==> src/rtl/m_switch_allocator_pkg.sv <==
// Shared definitions for the 5-port wormhole switch allocator.
// Holds the router radix, port-ID constants, the per-output state encoding,
// and the small index helpers used by the allocator and its arbiters.
package m_switch_allocator_pkg;

  localparam int P_NUM_PORTS = 5;

  localparam logic [2:0] PORT_LOCAL = 3'd0;
  localparam logic [2:0] PORT_N     = 3'd1;
  localparam logic [2:0] PORT_E     = 3'd2;
  localparam logic [2:0] PORT_S     = 3'd3;
  localparam logic [2:0] PORT_W     = 3'd4;

  typedef enum logic {
    ST_IDLE   = 1'b0,
    ST_LOCKED = 1'b1
  } state_e;

  // One-hot select for port index idx (0..4).
  function automatic logic [4:0] onehot5(input logic [2:0] idx);
    onehot5 = 5'b00001 << idx;
  endfunction

  // Index of the set bit in a one-hot 5-bit vector (0 when empty).
  function automatic logic [2:0] enc5(input logic [4:0] oh);
    enc5 = PORT_LOCAL;
    for (int i = 0; i < P_NUM_PORTS; i++) begin
      if (oh[i]) enc5 = 3'(i);
    end
  endfunction

  // Increment a port index with wrap 4 -> 0.
  function automatic logic [2:0] inc_mod5(input logic [2:0] v);
    inc_mod5 = (v >= PORT_W) ? PORT_LOCAL : v + 3'd1;
  endfunction

endpackage

==> src/rtl/m_switch_allocator_arb.sv <==
// Combinational 5-input round-robin arbiter.
// Ports:
//   req_i  in  5  request vector
//   ptr_i  in  3  highest-priority input index (values above 4 act as 0)
//   gnt_o  out 5  one-hot grant: first requester at or after ptr_i, wrapping 4->0
//   any_o  out 1  at least one request was granted
module m_rr_arbiter (
  input  logic [4:0] req_i,
  input  logic [2:0] ptr_i,
  output logic [4:0] gnt_o,
  output logic       any_o
);
  import m_switch_allocator_pkg::*;

  logic [2:0] idx;
  logic       found;

  always_comb begin
    gnt_o = '0;
    found = 1'b0;
    idx   = (ptr_i > PORT_W) ? PORT_LOCAL : ptr_i;
    for (int off = 0; off < P_NUM_PORTS; off++) begin
      if (!found && req_i[idx]) begin
        gnt_o[idx] = 1'b1;
        found      = 1'b1;
      end
      idx = inc_mod5(idx);
    end
  end

  assign any_o = |gnt_o;

endmodule

==> src/rtl/m_switch_allocator.sv <==
// Wormhole switch allocator for the 5-port router, directly upstream of the
// crossbar. Each output picks one input by round-robin and holds it for the
// whole packet.
// Ports:
//   clk, rst_n          clock, asynchronous active-low reset
//   req_valid/head/tail per-input head-of-buffer flit flags (5 bits each)
//   req_dst             per-input routed output port, 3 bits per input
//   out_ready           per-output credit available
//   sel_0..sel_4        one-hot crossbar input select per output (0 = idle)
//   out_valid           per-output transfer this cycle
//   in_grant            per-input transfer this cycle (buffer pop)
//   proto_err           sticky protocol-error flag
module m_switch_allocator #(
  parameter int P_NUM_PORTS = 5,
  parameter int P_DST_WIDTH = 3
) (
  input  logic                             clk,
  input  logic                             rst_n,
  input  logic [P_NUM_PORTS-1:0]           req_valid,
  input  logic [P_NUM_PORTS-1:0]           req_head,
  input  logic [P_NUM_PORTS-1:0]           req_tail,
  input  logic [P_NUM_PORTS*P_DST_WIDTH-1:0] req_dst,
  input  logic [P_NUM_PORTS-1:0]           out_ready,
  output logic [P_NUM_PORTS-1:0]           sel_0,
  output logic [P_NUM_PORTS-1:0]           sel_1,
  output logic [P_NUM_PORTS-1:0]           sel_2,
  output logic [P_NUM_PORTS-1:0]           sel_3,
  output logic [P_NUM_PORTS-1:0]           sel_4,
  output logic [P_NUM_PORTS-1:0]           out_valid,
  output logic [P_NUM_PORTS-1:0]           in_grant,
  output logic                             proto_err
);
  import m_switch_allocator_pkg::*;

  localparam logic [P_DST_WIDTH-1:0] NUM_PORTS_D = P_DST_WIDTH'(P_NUM_PORTS);

  logic [P_DST_WIDTH-1:0] dst_w    [P_NUM_PORTS];
  logic [P_NUM_PORTS-1:0] sel_w    [P_NUM_PORTS];
  logic [2:0]             owner_w  [P_NUM_PORTS];
  logic [P_NUM_PORTS-1:0] locked_w;
  logic [P_NUM_PORTS-1:0] owns_w;
  logic [P_NUM_PORTS-1:0] err_w;
  logic                   proto_err_q;

  for (genvar i = 0; i < P_NUM_PORTS; i++) begin : g_dst
    assign dst_w[i] = req_dst[i*P_DST_WIDTH +: P_DST_WIDTH];
  end

  // An input that owns an output is mid-packet: its flits only go to that
  // output, so it must not compete for any other output.
  always_comb begin
    owns_w = '0;
    for (int k = 0; k < P_NUM_PORTS; k++) begin
      if (locked_w[k]) owns_w[owner_w[k]] = 1'b1;
    end
  end

  // Protocol errors: bad head destination, head from an owner (missing tail),
  // or a body/tail flit from an input that owns nothing.
  always_comb begin
    err_w = '0;
    for (int i = 0; i < P_NUM_PORTS; i++) begin
      if (req_valid[i]) begin
        if (req_head[i]) err_w[i] = owns_w[i] | (dst_w[i] >= NUM_PORTS_D);
        else             err_w[i] = ~owns_w[i];
      end
    end
  end

  for (genvar k = 0; k < P_NUM_PORTS; k++) begin : g_out
    state_e                 state_q, state_d;
    logic [2:0]             owner_q, owner_d;
    logic [2:0]             ptr_q, ptr_d;
    logic [P_NUM_PORTS-1:0] cand;
    logic [P_NUM_PORTS-1:0] gnt;
    logic                   any;
    logic [P_NUM_PORTS-1:0] sel;
    logic [2:0]             win;

    always_comb begin
      cand = '0;
      for (int i = 0; i < P_NUM_PORTS; i++) begin
        cand[i] = req_valid[i] & req_head[i] & ~owns_w[i] &
                  (dst_w[i] == P_DST_WIDTH'(k));
      end
    end

    m_rr_arbiter u_arb (
      .req_i (cand),
      .ptr_i (ptr_q),
      .gnt_o (gnt),
      .any_o (any)
    );

    assign win = enc5(gnt);

    always_comb begin
      sel     = '0;
      state_d = state_q;
      owner_d = owner_q;
      ptr_d   = ptr_q;
      if (state_q == ST_LOCKED) begin
        // Owner bubbles or missing credit simply hold the lock.
        if (req_valid[owner_q] && out_ready[k]) begin
          sel = onehot5(owner_q);
          if (req_tail[owner_q]) state_d = ST_IDLE;
        end
      end else if (any && out_ready[k]) begin
        sel   = gnt;
        ptr_d = inc_mod5(win);
        // Single-flit packets (head & tail) leave the output idle.
        if (!req_tail[win]) begin
          state_d = ST_LOCKED;
          owner_d = win;
        end
      end
    end

    always_ff @(posedge clk or negedge rst_n) begin
      if (!rst_n) begin
        state_q <= ST_IDLE;
        owner_q <= PORT_LOCAL;
        ptr_q   <= PORT_LOCAL;
      end else begin
        state_q <= state_d;
        owner_q <= owner_d;
        ptr_q   <= ptr_d;
      end
    end

    // Selects are forced idle while reset is held, independent of the clock.
    assign sel_w[k]    = rst_n ? sel : '0;
    assign locked_w[k] = (state_q == ST_LOCKED);
    assign owner_w[k]  = owner_q;
    assign out_valid[k] = |sel_w[k];
  end

  always_comb begin
    in_grant = '0;
    for (int k = 0; k < P_NUM_PORTS; k++) begin
      in_grant = in_grant | sel_w[k];
    end
  end

  always_ff @(posedge clk or negedge rst_n) begin
    if (!rst_n)      proto_err_q <= 1'b0;
    else if (|err_w) proto_err_q <= 1'b1;
  end

  assign proto_err = proto_err_q;
  assign sel_0 = sel_w[0];
  assign sel_1 = sel_w[1];
  assign sel_2 = sel_w[2];
  assign sel_3 = sel_w[3];
  assign sel_4 = sel_w[4];

endmodule

==> config.mk <==
export PLATFORM = sky130hd
export DESIGN_NAME = m_switch_allocator
export DESIGN_NICKNAME = d
export VERILOG_FILES = /design/src/rtl/m_switch_allocator_pkg.sv /design/src/rtl/m_switch_allocator_arb.sv /design/src/rtl/m_switch_allocator.sv
export SDC_FILE = /design/constraint.sdc
export NUM_CORES = 1
export LEC_CHECK = 0
export CAP_MARGIN = 15
export CORE_UTILIZATION = 50
export DETAILED_ROUTE_END_ITERATION = 8
export HOLD_SLACK_MARGIN = 0.06
export PLACE_DENSITY_LB_ADDON = 0.3
export SETUP_SLACK_MARGIN = 0.5
export SYNTH_ARGS = -nofsm -noshare
export SYNTH_HDL_FRONTEND = slang
export SYNTH_SLANG_ARGS = --single-unit
==> constraint.sdc <==
create_clock -name clk -period 10.65 [get_ports clk]
set_clock_uncertainty 0.2 [all_clocks]
set_input_delay 2.13 -clock clk [delete_from_list [all_inputs] [get_ports clk]]
set_output_delay 2.13 -clock clk [all_outputs]
set_load 0.01 [all_outputs]
==> summary.txt <==
Global route overflow: 0
Largest net degree at the start of global routing: 63
Leak: 3.40 nW
Antenna violations before repair: 1
Fraction of layout cells with a size suffix above 1: 10.4%
Hold_ws: 0.413 ns
Worst vdd ir: 204 uV
# IOs: 73
Gate Count Post-Synth: 1,092
Tightest Pin Transition: 1.03 ns
Die Ht: 127 um
CTS Buf Count: 5
Post-synth EDFFs: 0
Seq/Total Area, Yosys: 11.5%
Via-per-instance ratio: 6.91
Sink Count: 36
Yosys cell types: 126
Die Footprint: 0.0162 mm2
Slew Viols, Final: 0
Initial Utilization: 51.3%
Detail Placement HPWL: 21,300 um
Row cnt: 45
Critical Path Sink Type: primary output
Max-slew headroom: 30.7%
Final wirelength: 27,800 um
RSZ-0062 raised after global routing: no
Worst Path Required: 8.32 ns
Worst Path Arrival: 6.74 ns
First-pass GRT wire length: 44,500 um
Final period util: 85.2%
Gr usage total: 34.3%
Area Overhead vs Synth: 11.4%
Synth Cell Area: 0.00783 mm2
Placer Congestion: 0.993
Remaining antenna violation count: 0
Clock Root Buffer: clkbuf_16
Max Buffers Root-to-Sink: 2
HP Class: flop to flop
Synth Warn #: 0
Syn_nets: 1,148
Seq cells post-synth: 36
Final hold vios: 0
Final net count: 1,170
Peak Freq: 110 MHz
CTS tree: built
Cts-stage hold buffer count: 0
Post-CTS Resized: 0
Setup TNS: 0 ns
Post-CTS Setup Bufs: 0
Die Wd: 127 um
Iteration count of the initial detailed-routing pass: 6
WS Path Type: input pin to primary output
Ys flop type: dfrtp_1
Post-route non-filler standard cell count: 1,327
Finish-stage setup viols: 0
Initial DRC count: 1,215
Post-synth ARST share: 100%
Via Count: 9,169
Worst-path clk slew: 0.06 ns
Setup slack after layout: 1.58 ns
Pwr/cell area: 353 mW/mm2
Status: completed
Routed len/inst: 20.9 um
H-tree depth: 2
I/O Buffers: 72
Maxcap violations: 0
Worst-path fanout max: 10
Avg Cell Area, Syn: 7.17 um2
Placed cell count: 1,318
PnR Total Power: 3.08 mW
Vias in the first global route: 8,271
Place WS: 1.74 ns
Drc violations: 0
Worst skew pair latency: 0.30 ns
Period minus WS final: 9.07 ns
Core ar.: 0.0153 mm2
Startpoint types: input pin
cell usage after synthesis, drive strengths merged (7+ instances only):
master  count  area [um2]
nor4       11         111
nor3b      15         134
a21boi      9        71.3
nor3       40         226
o21a        9        67.6
or2         9        56.3
o32ai       8        85.1
a31oi      18         119
a221oi      7        85.1
nor2      101         384
buf        23         140
clkbuf     37         139
o31ai      15         145
or3        13        91.3
a211oi     15         140
and2       19         119
o211ai     15         118
a221o       9        90.1
nor4b      11         148
nand2     134         508
inv        58         218
dfrtp      36         901
nand2b     30         195
nand4b     11        96.3
ha         19         238
and4bb     10         133
o21ai      65         333
nand3      46         235
mux2       14         169
nand4      31         209
o22ai      16         106
nor2b      24         150
a21oi      52         287
mux2i      15         150
nand3b      7        52.6
and3       13        91.3
metrics by stage:
stage                     cell area [um2]  util, %
after floorplan                      7830        -
after detailed placement             8550     56.1
after global placement               8550     56.1
final                                8720     57.2
after CTS                            8720     57.2
after global routing                 8720     57.2
power by group:
part,internal (mW),switching [mW]
clock network,0.110,0.0662
registers,0.196,0.173
logic,0.989,1.55
sequential cells by signal (all words and copies together) (netlist names):
| signal | cells |
|---|---|
| g_out.owner_q | 15 |
| g_out.ptr_q | 15 |
| g_out.state_q | 5 |
| proto_err | 1 |
logic make-up after synthesis:
family / count (synthesis) / share of synthesized area [%]
compound gates: 329 / 32.3
mux: 35 / 5.85
buf+inv: 120 / 6.44
flops: 36 / 11.5
fa+ha+maj: 20 / 3.16
simple gates: 552 / 40.7
final timing paths:
kind                                                   end  cells past startpoint                          start  slack, ns
setup / recovery                               in_grant[1]                     14                   req_valid[1]       1.58
hold / removal               g_out[0].ptr_q[2]$_DFFE_PN0P_                      1  g_out[0].ptr_q[2]$_DFFE_PN0P_       0.41
setup reg to reg           g_out[3].owner_q[0]$_DFFE_PN0P_                     14  g_out[3].ptr_q[2]$_DFFE_PN0P_       5.35
hold reg to reg              g_out[0].ptr_q[2]$_DFFE_PN0P_                      1  g_out[0].ptr_q[2]$_DFFE_PN0P_       0.41
max in group asynchronous       g_out[0].state_q$_DFF_PN0_                      2                          rst_n       8.00
min in group asynchronous  g_out[4].owner_q[0]$_DFFE_PN0P_                      2                          rst_n       1.76
worst max-delay path: stages:
cell,delay [ns]
clkdlybuf4s50_1,0.74
nand4b_1,0.19
nor4_1,0.73
nand2_1,0.26
mux2i_1,0.26
o221a_1,0.46
nor3_1,0.09
a311oi_1,0.34
a2bb2oi_2,0.34
o32ai_1,0.14
nand2_1,0.12
inv_1,0.06
or3_1,0.38
clkdlybuf4s50_1,0.49
cells in the final DEF, fill, tap and decap left out, types with 12 or more instances in the layout:
master and instances:
dfrtp_1 36, nand2b_1 29, nor3_1 36, o22ai_1 15, nand3_1 45, a21oi_1 47, clkdlybuf4s50_1 71, ha_1 19
inv_1 53, mux2i_1 15, a31oi_1 17, o31ai_1 12, nor2b_1 24, nand2_1 132, o21ai_0 59, o211ai_1 14
nor2_1 99, nand4_1 30, nor3b_1 12, and2_1 19
layout make-up:
| class | count | area (um2) |
|---|---|---|
| multi-input cells | 936 | 6420 |
| clock buffers | 5 | 125 |
| inverters | 60 | 225 |
| diodes | 1 | 2.50 |
| flip-flops and latches | 36 | 901 |
| well taps | 211 | 264 |
| fillers | 1472 | 6540 |
| clock inverters | 3 | 42.5 |
| repair buffers | 75 | 738 |
layer usage:
metal	up-vias	part of all wire, %	GRT usage [%]
li1	4220	-	-
met1	4279	44	49.7
met2	607	43	52.8
met3	63	11	5.95
met4	0	2.1	8.19
met5	-	0	0
Note: power is estimated with default switching activity, not from simulation.
